### src/rtl/core_pkg.sv
// core_pkg: shared widths and the memory-stage state encoding for the
// 19-bit pipelined core.
//   DATA_W  datapath width
//   REG_W   register-index width
//   ADDR_W  data-memory address width
//   BYTE_W  width of a byte lane
package core_pkg;

  localparam int DATA_W  = 19;
  localparam int REG_W   = 5;
  localparam int ADDR_W  = 15;
  localparam int BYTE_W  = 8;
  localparam int TIMEOUT = 16;

  typedef enum logic [1:0] {
    IDLE   = 2'd0,
    ACCESS = 2'd1,
    DONE   = 2'd2
  } mem_state_t;

endpackage

### src/rtl/mem_wait_timer.sv
// mem_wait_timer: load/enable up-counter that flags when it sits on its
// terminal value. It is shared by the data and instruction memory ports to
// bound how long a bus access may wait for its acknowledge.
// Ports:
//   clk, reset  clock, asynchronous active-low reset
//   load        clear the count to zero (has priority over en)
//   en          advance the count by one
//   tc          count equals TERMINAL-1
module mem_wait_timer #(
  parameter int TERMINAL = 16,
  parameter int CNT_W    = (TERMINAL > 1) ? $clog2(TERMINAL) : 1
) (
  input  logic clk,
  input  logic reset,
  input  logic load,
  input  logic en,
  output logic tc
);

  localparam logic [CNT_W-1:0] TC_VAL = CNT_W'(TERMINAL - 1);

  logic [CNT_W-1:0] count_q;
  logic [CNT_W-1:0] count_d;

  // Next count: load clears, enable increments, otherwise hold.
  always_comb begin
    count_d = count_q;
    if (load) begin
      count_d = {CNT_W{1'b0}};
    end else if (en) begin
      count_d = count_q + CNT_W'(1'b1);
    end else begin
      count_d = count_q;
    end
  end

  // Count register.
  always_ff @(posedge clk or negedge reset) begin
    if (!reset) begin
      count_q <= {CNT_W{1'b0}};
    end else begin
      count_q <= count_d;
    end
  end

  assign tc = (count_q == TC_VAL);

endmodule

### src/rtl/memory_stage.sv
// memory_stage: M stage of the 19-bit core. Runs loads/stores on the data
// memory bus (req/ack with timeout), stalls the pipeline while an access is
// outstanding and loads the M/W pipeline register.
// Ports:
//   clk, reset                      clock, asynchronous active-low reset
//   RegWriteM..Cant_ByteM           instruction in M (held while stall_m=1)
//   mem_rdata, mem_ack              memory response
//   mem_req/we/byte/addr/wdata      memory request, registered
//   stall_m                         freeze PC/F/D/E/M registers
//   mem_err                         sticky access-timeout flag
//   RegWriteW..ReadDataW            W pipeline register
module memory_stage #(
  parameter int DATA_W  = core_pkg::DATA_W,
  parameter int ADDR_W  = core_pkg::ADDR_W,
  parameter int TIMEOUT = core_pkg::TIMEOUT
) (
  input  logic              clk,
  input  logic              reset,
  input  logic              RegWriteM,
  input  logic              MemWriteM,
  input  logic              ResultSrcM,
  input  logic [4:0]        RDM,
  input  logic [DATA_W-1:0] WriteDataM,
  input  logic [DATA_W-1:0] ALUResultM,
  input  logic              Cant_ByteM,
  input  logic [DATA_W-1:0] mem_rdata,
  input  logic              mem_ack,
  output logic              mem_req,
  output logic              mem_we,
  output logic              mem_byte,
  output logic [ADDR_W-1:0] mem_addr,
  output logic [DATA_W-1:0] mem_wdata,
  output logic              stall_m,
  output logic              mem_err,
  output logic              RegWriteW,
  output logic              ResultSrcW,
  output logic [4:0]        RDW,
  output logic [DATA_W-1:0] ALUResultW,
  output logic [DATA_W-1:0] ReadDataW
);

  import core_pkg::*;

  // Zero-extend the low byte lane to the full datapath width.
  function automatic logic [DATA_W-1:0] zext_byte(input logic [DATA_W-1:0] v);
    return {{(DATA_W-BYTE_W){1'b0}}, v[BYTE_W-1:0]};
  endfunction

  mem_state_t        state_q, state_d;
  logic              mem_req_q, mem_req_d;
  logic              mem_we_q, mem_we_d;
  logic              mem_byte_q, mem_byte_d;
  logic [ADDR_W-1:0] mem_addr_q, mem_addr_d;
  logic [DATA_W-1:0] mem_wdata_q, mem_wdata_d;
  logic              mem_err_q, mem_err_d;
  logic [DATA_W-1:0] rdata_q, rdata_d;
  logic              reg_write_w_q, reg_write_w_d;
  logic              result_src_w_q, result_src_w_d;
  logic [4:0]        rd_w_q, rd_w_d;
  logic [DATA_W-1:0] alu_result_w_q, alu_result_w_d;
  logic [DATA_W-1:0] read_data_w_q, read_data_w_d;

  logic mem_op_s;
  logic timer_load_s;
  logic timer_en_s;
  logic timer_tc_s;

  // A load with MemWriteM also set is treated as a store.
  assign mem_op_s = MemWriteM | ResultSrcM;

  mem_wait_timer #(
    .TERMINAL (TIMEOUT)
  ) u_wait_timer (
    .clk   (clk),
    .reset (reset),
    .load  (timer_load_s),
    .en    (timer_en_s),
    .tc    (timer_tc_s)
  );

  // Access sequencing and M/W register next-state.
  always_comb begin
    state_d        = state_q;
    mem_req_d      = mem_req_q;
    mem_we_d       = mem_we_q;
    mem_byte_d     = mem_byte_q;
    mem_addr_d     = mem_addr_q;
    mem_wdata_d    = mem_wdata_q;
    mem_err_d      = mem_err_q;
    rdata_d        = rdata_q;
    reg_write_w_d  = reg_write_w_q;
    result_src_w_d = result_src_w_q;
    rd_w_d         = rd_w_q;
    alu_result_w_d = alu_result_w_q;
    read_data_w_d  = read_data_w_q;
    timer_load_s   = 1'b0;
    timer_en_s     = 1'b0;
    case (state_q)
      IDLE: begin
        if (mem_op_s) begin
          state_d       = ACCESS;
          mem_req_d     = 1'b1;
          mem_we_d      = MemWriteM;
          mem_byte_d    = Cant_ByteM;
          mem_addr_d    = ALUResultM[ADDR_W-1:0];
          mem_wdata_d   = Cant_ByteM ? zext_byte(WriteDataM) : WriteDataM;
          timer_load_s  = 1'b1;
          reg_write_w_d = 1'b0;
        end else begin
          // Non-memory instruction flows straight through to W.
          reg_write_w_d  = RegWriteM;
          result_src_w_d = ResultSrcM;
          rd_w_d         = RDM;
          alu_result_w_d = ALUResultM;
          read_data_w_d  = {DATA_W{1'b0}};
        end
      end
      ACCESS: begin
        timer_en_s    = 1'b1;
        reg_write_w_d = 1'b0;
        if (mem_ack) begin
          state_d   = DONE;
          mem_req_d = 1'b0;
          if (mem_we_q) begin
            rdata_d = {DATA_W{1'b0}};
          end else if (mem_byte_q) begin
            rdata_d = zext_byte(mem_rdata);
          end else begin
            rdata_d = mem_rdata;
          end
        end else if (timer_tc_s) begin
          // Give up on the access; the instruction retires with zero data.
          state_d   = DONE;
          mem_req_d = 1'b0;
          mem_err_d = 1'b1;
          rdata_d   = {DATA_W{1'b0}};
        end else begin
          state_d = ACCESS;
        end
      end
      DONE: begin
        // M still holds the memory instruction: retire it into W.
        state_d        = IDLE;
        reg_write_w_d  = RegWriteM;
        result_src_w_d = ResultSrcM;
        rd_w_d         = RDM;
        alu_result_w_d = ALUResultM;
        read_data_w_d  = rdata_q;
      end
      default: begin
        state_d   = IDLE;
        mem_req_d = 1'b0;
      end
    endcase
  end

  // State, bus request and W pipeline registers.
  always_ff @(posedge clk or negedge reset) begin
    if (!reset) begin
      state_q        <= IDLE;
      mem_req_q      <= 1'b0;
      mem_we_q       <= 1'b0;
      mem_byte_q     <= 1'b0;
      mem_addr_q     <= {ADDR_W{1'b0}};
      mem_wdata_q    <= {DATA_W{1'b0}};
      mem_err_q      <= 1'b0;
      rdata_q        <= {DATA_W{1'b0}};
      reg_write_w_q  <= 1'b0;
      result_src_w_q <= 1'b0;
      rd_w_q         <= 5'd0;
      alu_result_w_q <= {DATA_W{1'b0}};
      read_data_w_q  <= {DATA_W{1'b0}};
    end else begin
      state_q        <= state_d;
      mem_req_q      <= mem_req_d;
      mem_we_q       <= mem_we_d;
      mem_byte_q     <= mem_byte_d;
      mem_addr_q     <= mem_addr_d;
      mem_wdata_q    <= mem_wdata_d;
      mem_err_q      <= mem_err_d;
      rdata_q        <= rdata_d;
      reg_write_w_q  <= reg_write_w_d;
      result_src_w_q <= result_src_w_d;
      rd_w_q         <= rd_w_d;
      alu_result_w_q <= alu_result_w_d;
      read_data_w_q  <= read_data_w_d;
    end
  end

  // The stall must reach the hazard unit in the same cycle the op is seen in M.
  assign stall_m = ((state_q == IDLE) && mem_op_s) || (state_q == ACCESS);

  assign mem_req    = mem_req_q;
  assign mem_we     = mem_we_q;
  assign mem_byte   = mem_byte_q;
  assign mem_addr   = mem_addr_q;
  assign mem_wdata  = mem_wdata_q;
  assign mem_err    = mem_err_q;
  assign RegWriteW  = reg_write_w_q;
  assign ResultSrcW = result_src_w_q;
  assign RDW        = rd_w_q;
  assign ALUResultW = alu_result_w_q;
  assign ReadDataW  = read_data_w_q;

endmodule

### config.mk
export PLATFORM = sky130hd
export DESIGN_NAME = memory_stage
export DESIGN_NICKNAME = d
export VERILOG_FILES = /design/src/rtl/core_pkg.sv /design/src/rtl/mem_wait_timer.sv /design/src/rtl/memory_stage.sv
export SDC_FILE = /design/constraint.sdc
export NUM_CORES = 1
export LEC_CHECK = 0
export CELL_PAD_IN_SITES_DETAIL_PLACEMENT = 1
export CELL_PAD_IN_SITES_GLOBAL_PLACEMENT = 1
export CORE_ASPECT_RATIO = 1.2
export CORE_UTILIZATION = 35
export DETAILED_ROUTE_END_ITERATION = 12
export MAX_ROUTING_LAYER = met4
export PLACE_DENSITY = 0.78
export SETUP_SLACK_MARGIN = 0.1
export SYNTH_ARGS = -nofsm -noshare
export SYNTH_HDL_FRONTEND = slang
export SYNTH_SLANG_ARGS = --single-unit
### constraint.sdc
create_clock -name clk -period 2.05 [get_ports clk]
set_input_delay 0.5125 -clock clk [delete_from_list [all_inputs] [get_ports clk]]
set_output_delay 0.5125 -clock clk [all_outputs]
set_load 0.01 [all_outputs]
==> reports/results.txt, run 1 <==
The tools report the global-route wire length before repair as 17.6 mm. The critical path is of the flop to flop type. The worst register-to-register path ends at ALUResultW[18]$_DFFE_PN0P_. Timing would allow up to 0.537 GHz. The cell leakage power came out at 2.83 nW. The type of the worst min-delay path is input pin to async pin. For this run, the detailed router's first-pass iteration total came to 4. The area of the die is 0.0129 mm², and the per-cell via count in the routed design is 4.77. The count of nets after finishing was 569. Global routing consumed, over all layers together, 18.1% of the routing resources. The largest total area in the synthesized netlist belongs to sky130_fd_sc_hd__dfrtp_1. The tools report the final-report hold violation count as 0. The area share of the leading cell type in the synthesized netlist was 62.2%; the count of boundary I/O pins was 153.

In the routed design, unresolved DRC markers number 0. STA classifies the critical path startpoint as a flop. IR analysis of the VDD net gives a maximum drop of 0.589 mV. The async set-or-reset flop fraction in the synthesized netlist was 100%. The tools report the count of non-filler cells in the finished layout as 662. In the finished design, the share of the clock period the worst path needs comes to 90.9%. The detailed router placed 3160 vias in this run. In this run the number of H-tree levels came out at 3. Fill cells in the final layout number 1250. The flow ran to the end, and the final reports show no timing, DRC or antenna violations.

After clock tree synthesis, the clock-pin slew on the worst setup and hold paths is 0.07 ns. The startpoint identified for the worst register-to-register timing path is state_q[0]$_DFFE_PN0P_. In this run the deepest clock path goes through 2 buffers. In this run the core area contains 44 standard-cell rows. The total buffers and inverters traversed by the critical path is 3.

The number of pins exceeding their max-slew limit in the final report came out at 0. Sum of overflow across all layers after global routing: 0. By area the synthesized netlist is led by sky130_fd_sc_hd__dfrtp_1 62%, sky130_fd_sc_hd__mux2_2 7.3%, sky130_fd_sc_hd__o21ai_0 4.5%. In this run, synthesis produced a sequential element count of 108. For the count of unique library cells instantiated by Yosys, the log shows 33.

Summing all non-filler instances in the final layout gives an area of 0.00653 mm². The path length in cells of the critical path is 6, and the cell area after placement is 0.00618 mm². The cell area that synthesis handed to floorplanning was 0.00435 mm². Wires add up to 10.9 mm.

Stage delay of the slowest cell on the critical path: 0.42 ns. Counting the buffers created by CTS gives 9. The logs give 0 for the count of max-cap constraint violations and 0.00984 ns for the post-route clock skew. Detailed placement ended at an HPWL of 8.30 mm. The minimum clock period after layout was 1.86 ns.

The die height was 124 µm. The most used flip-flop cell after synthesis is sky130_fd_sc_hd__dfrtp_1. For the number of antenna violations at the first check in global routing, the log shows 1. The number of enable-type register cells in the synthesized netlist was 0. Setup violations remaining at the end of the flow were counted as 0. Setup slack closes at 0.187 ns.

By instance count, the leading cell after synthesis is sky130_fd_sc_hd__dfrtp_1. The tools report the multi-input gate area in the final layout as 0.00154 mm². Data on the critical path is required at its endpoint by 2.27 ns. The total of buffers placed on input and output ports was 152; the number of cells produced by synthesis was 333. The design draws 9.60 mW. TritonCTS built the clock tree. For the sequential fraction of the synthesis area, the log shows 62.2%. The number of setup buffers added after CTS is 0. For the final routed database, the setup TNS stands at 0 ns.

Root cell of the clock tree: sky130_fd_sc_hd__clkbuf_16. The logs give 35.9% for the starting density of the core and 645 for the post-placement cell count. Traced cell by cell, the critical path runs through inv_2, ha_4, buf_4, mux2i_4, buf_12, mux2_2. The warning count from the yosys run came out at 0. The floorplan step set the die width to 104 µm. The first routing iteration left 78 violations.

The number of nets with antenna violations after routing was 0. After detailed routing, the average wire length per cell comes to 16.5 µm. The element type at the critical path end was a flop.

The synthesized area per cell was 13.1 µm²; the layout-stage area growth over the synthesis result was 50.2%. Counting instances in the post-synthesis netlist gives the leading cell types as 108 x sky130_fd_sc_hd__dfrtp_1, 39 x sky130_fd_sc_hd__o21ai_0, 38 x sky130_fd_sc_hd__nand2_1. Setup repair after global routing could not meet its margin everywhere.

The largest net degree at the start of global routing is 49. Data arrival time of the critical path: 2.09 ns. Headroom to the max-slew limit came out at 65.3%. For the clock net sink count, the log shows 108. The proportion of layout cells with a drive suffix above 1 is 17.0%, and the synthesized netlist net count is 407. The clock reaches the later pin of the worst-skew pair after 0.34 ns.

Prior to clock tree synthesis, the placed netlist has a worst setup slack of -0.241 ns. The sequential cell area is 0.00270 mm², and the slew at the pin closest to its max-slew limit is 0.521 ns. The cell with the largest stage delay on the worst path was sky130_fd_sc_hd__dfrtp_1. The worst register-to-register path has a depth of 6. Along the worst path, the maximum fanout reaches 24. Critical path's top delay family: multiplexers.

The logs give 0.723 for the global placement routability congestion and 0.0121 mm² for the placeable core region. The tools report the via count of the first global-routing pass as 3402. For the slack of the worst reg-to-reg path, the log shows 0.19 ns. For this design the ratio of total power to cell area is 1470 mW/mm².
==> cells in the final DEF, fill, tap and decap left out, types with 2 or more instances in the layout <==
cell / instances
sky130_fd_sc_hd__nand4_1: 2
sky130_fd_sc_hd__nand4b_1: 8
sky130_fd_sc_hd__mux2_4: 10
sky130_fd_sc_hd__dfrtp_1: 108
sky130_fd_sc_hd__nand2_1: 38
sky130_fd_sc_hd__buf_4: 17
sky130_fd_sc_hd__nand2b_1: 12
sky130_fd_sc_hd__o21ai_1: 4
sky130_fd_sc_hd__mux2_2: 28
sky130_fd_sc_hd__bufinv_16: 2
sky130_fd_sc_hd__clkbuf_16: 9
sky130_fd_sc_hd__ha_1: 3
sky130_fd_sc_hd__clkbuf_8: 2
sky130_fd_sc_hd__xor2_1: 2
sky130_fd_sc_hd__and2_1: 2
sky130_fd_sc_hd__mux2i_1: 2
sky130_fd_sc_hd__a22o_1: 19
sky130_fd_sc_hd__clkinvlp_4: 2
sky130_fd_sc_hd__inv_2: 2
sky130_fd_sc_hd__mux2_1: 11
sky130_fd_sc_hd__buf_12: 5
sky130_fd_sc_hd__nor2_1: 5
sky130_fd_sc_hd__clkdlybuf4s50_1: 148
sky130_fd_sc_hd__o21ai_0: 39
sky130_fd_sc_hd__dlygate4sd2_1: 2
==> report_power, final <==
group / total, mW / internal [mW] / leakage [nW] / switching, mW
clock: 1.92 / 1.14 / 0.158 / 0.785
combinational: 4.16 / 2.41 / 1.31 / 1.75
sequential: 3.51 / 3.01 / 1.36 / 0.497
==> worst reg2reg max path, stage by stage (launching register included) <==
cell	delay (ns)
sky130_fd_sc_hd__dfrtp_1	0.42
sky130_fd_sc_hd__inv_2	0.12
sky130_fd_sc_hd__ha_4	0.16
sky130_fd_sc_hd__buf_4	0.16
sky130_fd_sc_hd__mux2i_4	0.29
sky130_fd_sc_hd__buf_12	0.23
sky130_fd_sc_hd__mux2_2	0.38
==> sequential cells by signal (all words and copies together) (netlist names), 2 cells and up <==
register and flops:
ALUResultW 19, RDW 5, ReadDataW 19, mem_addr 15
mem_wdata 19, rdata_q 19, state_q 2, u_wait_timer.count_q 4
==> cell families (layout without fill, tap and decap cells) <==
| group | Yosys count | in the layout | synth area share, % |
|---|---|---|---|
| buf+inv | 25 | 192 | 3.08 |
| simple gates | 71 | 71 | 8.32 |
| fa+ha+maj | 5 | 5 | 1.44 |
| xor+xnor | 3 | 3 | 0.605 |
| other cells | 0 | 1 | 0 |
| mux | 52 | 52 | 14.5 |
| flops | 108 | 108 | 62.2 |
| compound gates | 69 | 69 | 9.84 |
==> through the flow <==
stage | utilization, % | hold slack (ns)
after floorplan | - | 0.217
after global placement | 51.0 | 0.462
after detailed placement | 51.0 | 0.465
after CTS | 53.9 | 0.0940
after global routing | 53.9 | 0.100
final | 53.9 | 0.0870
==> final cells by class <==
class	instances	share of cell area (%)
diodes	1	0.0383
clock buffers	11	3.87
clock inverters	5	1.28
inverters	3	0.172
multi-input cells	200	23.6
flip-flops and latches	108	41.4
well taps	161	3.09
repair buffers	173	26.5
==> how the worst max path moves through the flow <==
stage / startpoint / to / slack [ns]
3_5_place_dp: ResultSrcM / stall_m / -0.24
2_1_floorplan: state_q[0]$_DFFE_PN0P_ / stall_m / 0.14
6_report: state_q[0]$_DFFE_PN0P_ / ALUResultW[18]$_DFFE_PN0P_ / 0.19
3_3_place_gp: ResultSrcM / stall_m / -0.23
4_1_cts: state_q[0]$_DFFE_PN0P_ / stall_m / 0.13
5_1_grt: state_q[0]$_DFFE_PN0P_ / ReadDataW[18]$_DFFE_PN0P_ / 0.1
==> layer usage <==
layer / vias to the layer above / GRT usage (%) / share of wire, %
li1: 1485 / - / -
met1: 1569 / 20.7 / 40
met2: 95 / 31.5 / 53
met3: 11 / 4.71 / 5.6
met4: 0 / 5.63 / 0.94
met5: - / - / 0
==> timing repair <==
action                                 CTS  global route
setup endpoints to repair               17             1
endpoints found under the hold margin    0             0
hold buffers                             0             0
gates resized for setup                  9             2
No activity file was read; power rests on OpenSTA's default activity.
==> inputs of run 2 (changes only) <==
Settings changed: CAP_MARGIN set to 20.
==> results of run 2 <==
Final layout, timing and power as in run 1 (identical DEF).
